**config.mk**
```make
export PLATFORM = sky130hd
export DESIGN_NAME = uart_debug_tx
export DESIGN_NICKNAME = d
export VERILOG_FILES = /design/src/rtl/uart_debug_tx.sv
export SDC_FILE = /design/constraint.sdc
export NUM_CORES = 1
export LEC_CHECK = 0
export BUFFER_PORTS_ARGS = -buffer_cell sky130_fd_sc_hd__buf_2
export CORE_UTILIZATION = 35
export CTS_CLUSTER_DIAMETER = 40
export CTS_CLUSTER_SIZE = 10
export DETAILED_ROUTE_END_ITERATION = 6
export GPL_ROUTABILITY_DRIVEN = 0
export PLACE_DENSITY = 0.58
export SLEW_MARGIN = 20
export SYNTH_ARGS = -nofsm -noshare
export SYNTH_HDL_FRONTEND = slang
export SYNTH_SLANG_ARGS = --single-unit
```
**constraint.sdc**
```tcl
create_clock -name clk -period 2.2 [get_ports clk]
set_clock_uncertainty 0.05 [all_clocks]
set_input_delay 0.11 -clock clk [delete_from_list [all_inputs] [get_ports clk]]
set_output_delay 0.11 -clock clk [all_outputs]
set_load 0.05 [all_outputs]
```
**src/rtl/uart_debug_tx.sv**
```systemverilog
// Generic queue: registered occupancy count drives full/empty, pointers wrap naturally.
// Latency: a pushed word is visible on rd_dat the cycle after the push edge.
// Backpressure: wr_rdy low while count == DEPTH; rd_vld low while empty.
module fifo #(
    parameter int WIDTH = 8,
    parameter int DEPTH = 4
) (
    input  logic                   clk,
    input  logic                   rst,
    input  logic                   wr_vld,
    output logic                   wr_rdy,
    input  logic [WIDTH-1:0]       wr_dat,
    output logic                   rd_vld,
    input  logic                   rd_rdy,
    output logic [WIDTH-1:0]       rd_dat,
    output logic [$clog2(DEPTH):0] count
);
    localparam int AW = $clog2(DEPTH);

    logic [WIDTH-1:0] mem [DEPTH];
    logic [AW-1:0]    wr_ptr;
    logic [AW-1:0]    rd_ptr;
    logic             push;
    logic             pop;

    assign wr_rdy = (count != (AW+1)'(DEPTH));
    assign rd_vld = (count != '0);
    assign push   = wr_vld & wr_rdy;
    assign pop    = rd_vld & rd_rdy;
    assign rd_dat = mem[rd_ptr];

    always_ff @(posedge clk) begin
        if (push) begin
            mem[wr_ptr] <= wr_dat;
        end
    end

    always_ff @(posedge clk or negedge rst) begin
        if (!rst) begin
            wr_ptr <= '0;
            rd_ptr <= '0;
            count  <= '0;
        end else begin
            if (push) begin
                wr_ptr <= wr_ptr + 1'b1;
            end
            if (pop) begin
                rd_ptr <= rd_ptr + 1'b1;
            end
            case ({push, pop})
                2'b10:   count <= count + 1'b1;
                2'b01:   count <= count - 1'b1;
                default: count <= count;
            endcase
        end
    end
endmodule

// UART debug transmitter: queues 9-bit frames, sends start, 9 bits LSB first, stop(s); DBG_TX_PARITY_EN replaces bit 8 with even parity of [7:0].
// Latency: a frame accepted into an empty queue with debug=1 drives tx low one cycle later.
// Backpressure: frame_ready low while the queue holds FIFO_DEPTH frames; a refused frame pulses overflow.
module uart_debug_tx #(
    parameter int BAUD_DIV   = 868,
    parameter int FIFO_DEPTH = 4,
    parameter int STOP_BITS  = 1
) (
    input  logic                        clk,
    input  logic                        rst,
    input  logic                        debug,
    input  logic [8:0]                  frame,
    input  logic                        frame_valid,
    output logic                        frame_ready,
    output logic                        tx,
    output logic                        busy,
    output logic [$clog2(FIFO_DEPTH):0] fifo_count,
    output logic                        overflow
);
    localparam int             BW        = (BAUD_DIV > 1) ? $clog2(BAUD_DIV) : 1;
    localparam logic [BW-1:0]  BAUD_LAST = BW'(BAUD_DIV - 1);
    localparam logic [3:0]     STOP_LAST = 4'(STOP_BITS - 1);

    typedef enum logic [1:0] {IDLE, START, DATA, STOP} state_t;

    state_t        state;
    logic [BW-1:0] baud_cnt;
    logic [3:0]    bit_cnt;
    logic [8:0]    shift;
    logic [8:0]    head;
    logic [8:0]    tx_word;
    logic          head_vld;
    logic          baud_end;
    logic          stop_end;
    logic          load;

    fifo #(
        .WIDTH (9),
        .DEPTH (FIFO_DEPTH)
    ) u_fifo (
        .clk    (clk),
        .rst    (rst),
        .wr_vld (frame_valid),
        .wr_rdy (frame_ready),
        .wr_dat (frame),
        .rd_vld (head_vld),
        .rd_rdy (load),
        .rd_dat (head),
        .count  (fifo_count)
    );

`ifdef DBG_TX_PARITY_EN
    assign tx_word = {^head[7:0], head[7:0]};
`else
    assign tx_word = head;
`endif

    assign baud_end = (baud_cnt == BAUD_LAST);
    assign stop_end = (state == STOP) && baud_end && (bit_cnt == STOP_LAST);
    // The pop happens on the same edge that drives the start bit, so back-to-back frames have no idle gap.
    assign load     = debug && head_vld && ((state == IDLE) || stop_end);

    always_ff @(posedge clk or negedge rst) begin
        if (!rst) begin
            state    <= IDLE;
            tx       <= 1'b1;
            busy     <= 1'b0;
            baud_cnt <= '0;
            bit_cnt  <= '0;
            shift    <= '0;
            overflow <= 1'b0;
        end else begin
            overflow <= frame_valid & ~frame_ready;
            case (state)
                IDLE: begin
                    baud_cnt <= '0;
                    bit_cnt  <= '0;
                    if (load) begin
                        shift <= tx_word;
                        tx    <= 1'b0;
                        busy  <= 1'b1;
                        state <= START;
                    end
                end
                START: begin
                    if (baud_end) begin
                        baud_cnt <= '0;
                        bit_cnt  <= '0;
                        tx       <= shift[0];
                        state    <= DATA;
                    end else begin
                        baud_cnt <= baud_cnt + 1'b1;
                    end
                end
                DATA: begin
                    if (baud_end) begin
                        baud_cnt <= '0;
                        if (bit_cnt == 4'd8) begin
                            bit_cnt <= '0;
                            tx      <= 1'b1;
                            state   <= STOP;
                        end else begin
                            shift   <= {1'b0, shift[8:1]};
                            tx      <= shift[1];
                            bit_cnt <= bit_cnt + 1'b1;
                        end
                    end else begin
                        baud_cnt <= baud_cnt + 1'b1;
                    end
                end
                STOP: begin
                    if (baud_end) begin
                        baud_cnt <= '0;
                        if (bit_cnt == STOP_LAST) begin
                            bit_cnt <= '0;
                            if (load) begin
                                shift <= tx_word;
                                tx    <= 1'b0;
                                state <= START;
                            end else begin
                                busy  <= 1'b0;
                                state <= IDLE;
                            end
                        end else begin
                            bit_cnt <= bit_cnt + 1'b1;
                        end
                    end else begin
                        baud_cnt <= baud_cnt + 1'b1;
                    end
                end
                default: state <= IDLE;
            endcase
        end
    end
endmodule
```
==> flow_summary.json <==
{
  "grt_max_degree": 36,
  "rsz0062_at_grt": "yes",
  "finalHoldViolations": 0,
  "slew_headroom_pct": 46.6,
  "power_frac_seq_pct": 52.2,
  "grt_overflow_total": 0,
  "ff2ff_path_depth": 9,
  "synth_flop_cell": "edfxtp_1",
  "outcome": "finished, violations left",
  "grt_pass1_wl_mm": 10.7,
  "io_pins": 20,
  "fmax_ghz": 0.446,
  "fin_ws_ns": -0.0436,
  "core_area_um2": 9200,
  "start_util_pct": 36.0,
  "final_layout_size_suffix_gt1_share_pct": 35.4,
  "ir_worst_vdd_v": 0.000507,
  "cts.clk_slew.worst_paths_ns": 0.08,
  "cts_tree": "yes",
  "ys_seq_area_share_pct": 59.2,
  "period_needed_ns": 2.24,
  "dr_total_vias": 2149,
  "antenna_found_initial": 0,
  "critPathMaxStageDelay_ns": 0.40,
  "fin_nets": 336,
  "postSynthNetCount": 276,
  "report.final.slew_viol_count": 0,
  "yosysUniqueCellTypes": 52,
  "synth_top_area_share_pct": 32.7,
  "fin_crit_sh_pct": 102,
  "final_common_cell": "edfxtp_1",
  "routed_wl_mm": 6.36,
  "maxCapViolCount": 0,
  "worstMarginPinSlew_ns": 0.801,
  "pwr-share-clk_pct": 30.0,
  "crit_fanout": 8,
  "finalPower_mw": 3.24,
  "violations": "negative setup slack",
  "cts.sinks": 71,
  "critPathKind": "reg2reg",
  "layout_common_cells": "edfxtp_1 (36), dfrtp_1 (31), buf_4 (26)",
  "drtIter0Drc": 112,
  "hold_depth": 2,
  "cts_made_buffers": 9,
  "post_drt_wl_per_cell_um": 15.0,
  "cpMaxStageDelayCell": "dfrtp_1",
  "route.detailed.drc": 0,
  "crit_path_end_kind": "register",
  "hp-class": "in2reg",
  "area_growth_pct": 23.9,
  "synthArstFlopShare_pct": 49.3,
  "via_per_inst": 5.06,
  "clock_latency_ns": 0.35,
  "final_core_util_pct": 44.6,
  "crit_chain": "inv_2 > ha_4 > nor3b_4 > nand4_4 > buf_4 > buf_6 > a221o_1 > a21oi_4 > o221a_2",
  "synth.avg_cell_area_um2": 13.3,
  "yosys_warnings": 0,
  "setup_viol": 9,
  "dpl_cell_area_um2": 3750,
  "first_global_vias": 2176,
  "p_int_mw": 2.24,
  "dp.cells": 397,
  "htreeDepth": 3,
  "synth_top_cell_by_area": "edfxtp_1",
  "swShare_pct": 30.8,
  "worstPathRequired_ns": 2.44,
  "io_buffers": 19,
  "hpwl_mm": 4.21,
  "antenna_left": 0,
  "synth-seq-cells": 71,
  "p_comb_share_pct": 17.8,
  "p_leak_nw": 1.67,
  "root_buffer": "clkbuf_8",
  "synth_edf_count": 36,
  "netlist_area_um2": 3310,
  "fp.dieW_um": 99.2,
  "p_per_area_nw_per_um2": 789,
  "switchingPower_mw": 0.997,
  "nFillCells": 845,
  "diodes": 0,
  "cts_max_path_buffers": 2,
  "die_h_um": 99.2,
  "crit_arrival_ns": 2.48,
  "final_cells": 425,
  "final_area_um2": 4100,
  "drtPass1Iterations": 5,
  "worst_setup_path_start_kind": "register",
  "grt.total_usage_pct": 14.2,
  "rows": 35,
  "dieArea_um2": 9850,
  "synthTopCellsByArea": "edfxtp_1 (33%), dfrtp_1 (26%), mux4_2 (6.1%), ha_1 (4.9%), o221a_2 (2.7%)",
  "netlist_instances": 249
}
## layer usage
metal	routed length (µm)	GRT usage, %	vias up
li1	-	-	1032
met1	2910	17.8	1078
met2	3180	23.4	30
met3	148	4.01	9
met4	124	5.43	0
met5	0	0	-
## cell usage after synthesis (2+ instances only)
library cell	n
or2_2	9
dfrtp_1	34
a21oi_1	4
nand2b_1	2
mux4_2	9
nor2_1	18
o221a_2	8
nor2b_1	2
mux2_2	2
nor3_1	3
and3_1	7
nand4_1	3
inv_1	16
ha_1	13
xor2_1	7
o21ai_0	10
nand2_1	16
o31ai_1	3
o21ai_1	2
nand3_1	5
xnor2_1	6
edfxtp_1	36
clkbuf_1	5
## worst max-delay path, delay by kind of cell, from the launching register on
family	cells	cell delay (ns)
adder cells (fa/ha/maj)	1	0.12
buffers and inverters	3	0.35
AND/OR/NAND/NOR	2	0.35
AO/OA/AOI/OAI	3	0.89
flip-flops	1	0.40
## sequential cells by signal, indices dropped and copies added (netlist names)
signal	cells
u_fifo.wr_ptr	2
u_fifo.mem	36
shift	9
baud_cnt	10
state	2
tx	1
bit_cnt	4
u_fifo.rd_ptr	2
u_fifo.count	3
overflow	1
busy	1
## path summary, 6_finish.rpt
path | startpoint | slack (ns) | end
hold reg to reg | u_fifo.count[0]$_DFFE_PN0P_ | 0.47 | u_fifo.count[0]$_DFFE_PN0P_
max in group asynchronous | rst | 1.21 | u_fifo.count[0]$_DFFE_PN0P_
min in group asynchronous | rst | 0.33 | shift[5]$_DFFE_PN0P_
hold / removal | frame_valid | 0.02 | overflow$_DFF_PN0_
setup / recovery | bit_cnt[1]$_DFFE_PN0P_ | -0.04 | shift[1]$_DFFE_PN0P_
setup reg to reg | bit_cnt[1]$_DFFE_PN0P_ | -0.04 | shift[1]$_DFFE_PN0P_
## stage by stage
step	setup WS [ns]	hold slack (ns)	TNS, ns
final	-0.0436	0.0169	-0.284
after global routing	-0.192	0.0221	-1.52
after CTS	-0.00985	0.00181	-0.00985
after detailed placement	-0.0555	0.203	-0.0631
after global placement	0.00390	0.198	0
after floorplan	-0.108	-0.236	-0.108
## logic make-up after synthesis
logic type	count (synthesis)	share of synthesized area (%)
AO/OA/AOI/OAI	40	9.57
AND/OR/NAND/NOR	76	12.5
flip-flops	71	59.2
multiplexers	12	7.11
XOR/XNOR	13	3.44
adder cells (fa/ha/maj)	14	5.52
buffers and inverters	23	2.68
## cell type report
| cell class | count | area (µm²) | area share (%) |
|---|---|---|---|
| Clock buffer | 11 | 141 | 3.45 |
| Clock inverter | 5 | 41.3 | 1.01 |
| Inverter | 16 | 60.1 | 1.46 |
| Multi-Input combinational cell | 155 | 1360 | 33.1 |
| Sequential cell | 71 | 1960 | 47.8 |
| Tap cell | 111 | 139 | 3.39 |
| Timing Repair Buffer | 56 | 402 | 9.79 |
## power by group through the flow
stage                     Sequential (mW)  Combinational [mW]  Clock (mW)
after global placement               1.71               0.553           0
final                                1.69               0.577       0.971
after detailed placement             1.72               0.566           0
after floorplan                      1.81               0.285           0
after CTS                            1.69               0.583        1.01
after global routing                 1.71               0.640        1.06
## timing repair
item | 4_1_cts | 5_1_grt
gates resized for setup | 0 | 10
setup buffers | 1 | 1
pin swaps | 6 | 4
endpoints found under the setup margin | 2 | 11
hold buffers | 10 | 0
endpoints found under the hold margin | 70 | 0
cloned | 0 | 0
Note: power is estimated with default switching activity, not from simulation.
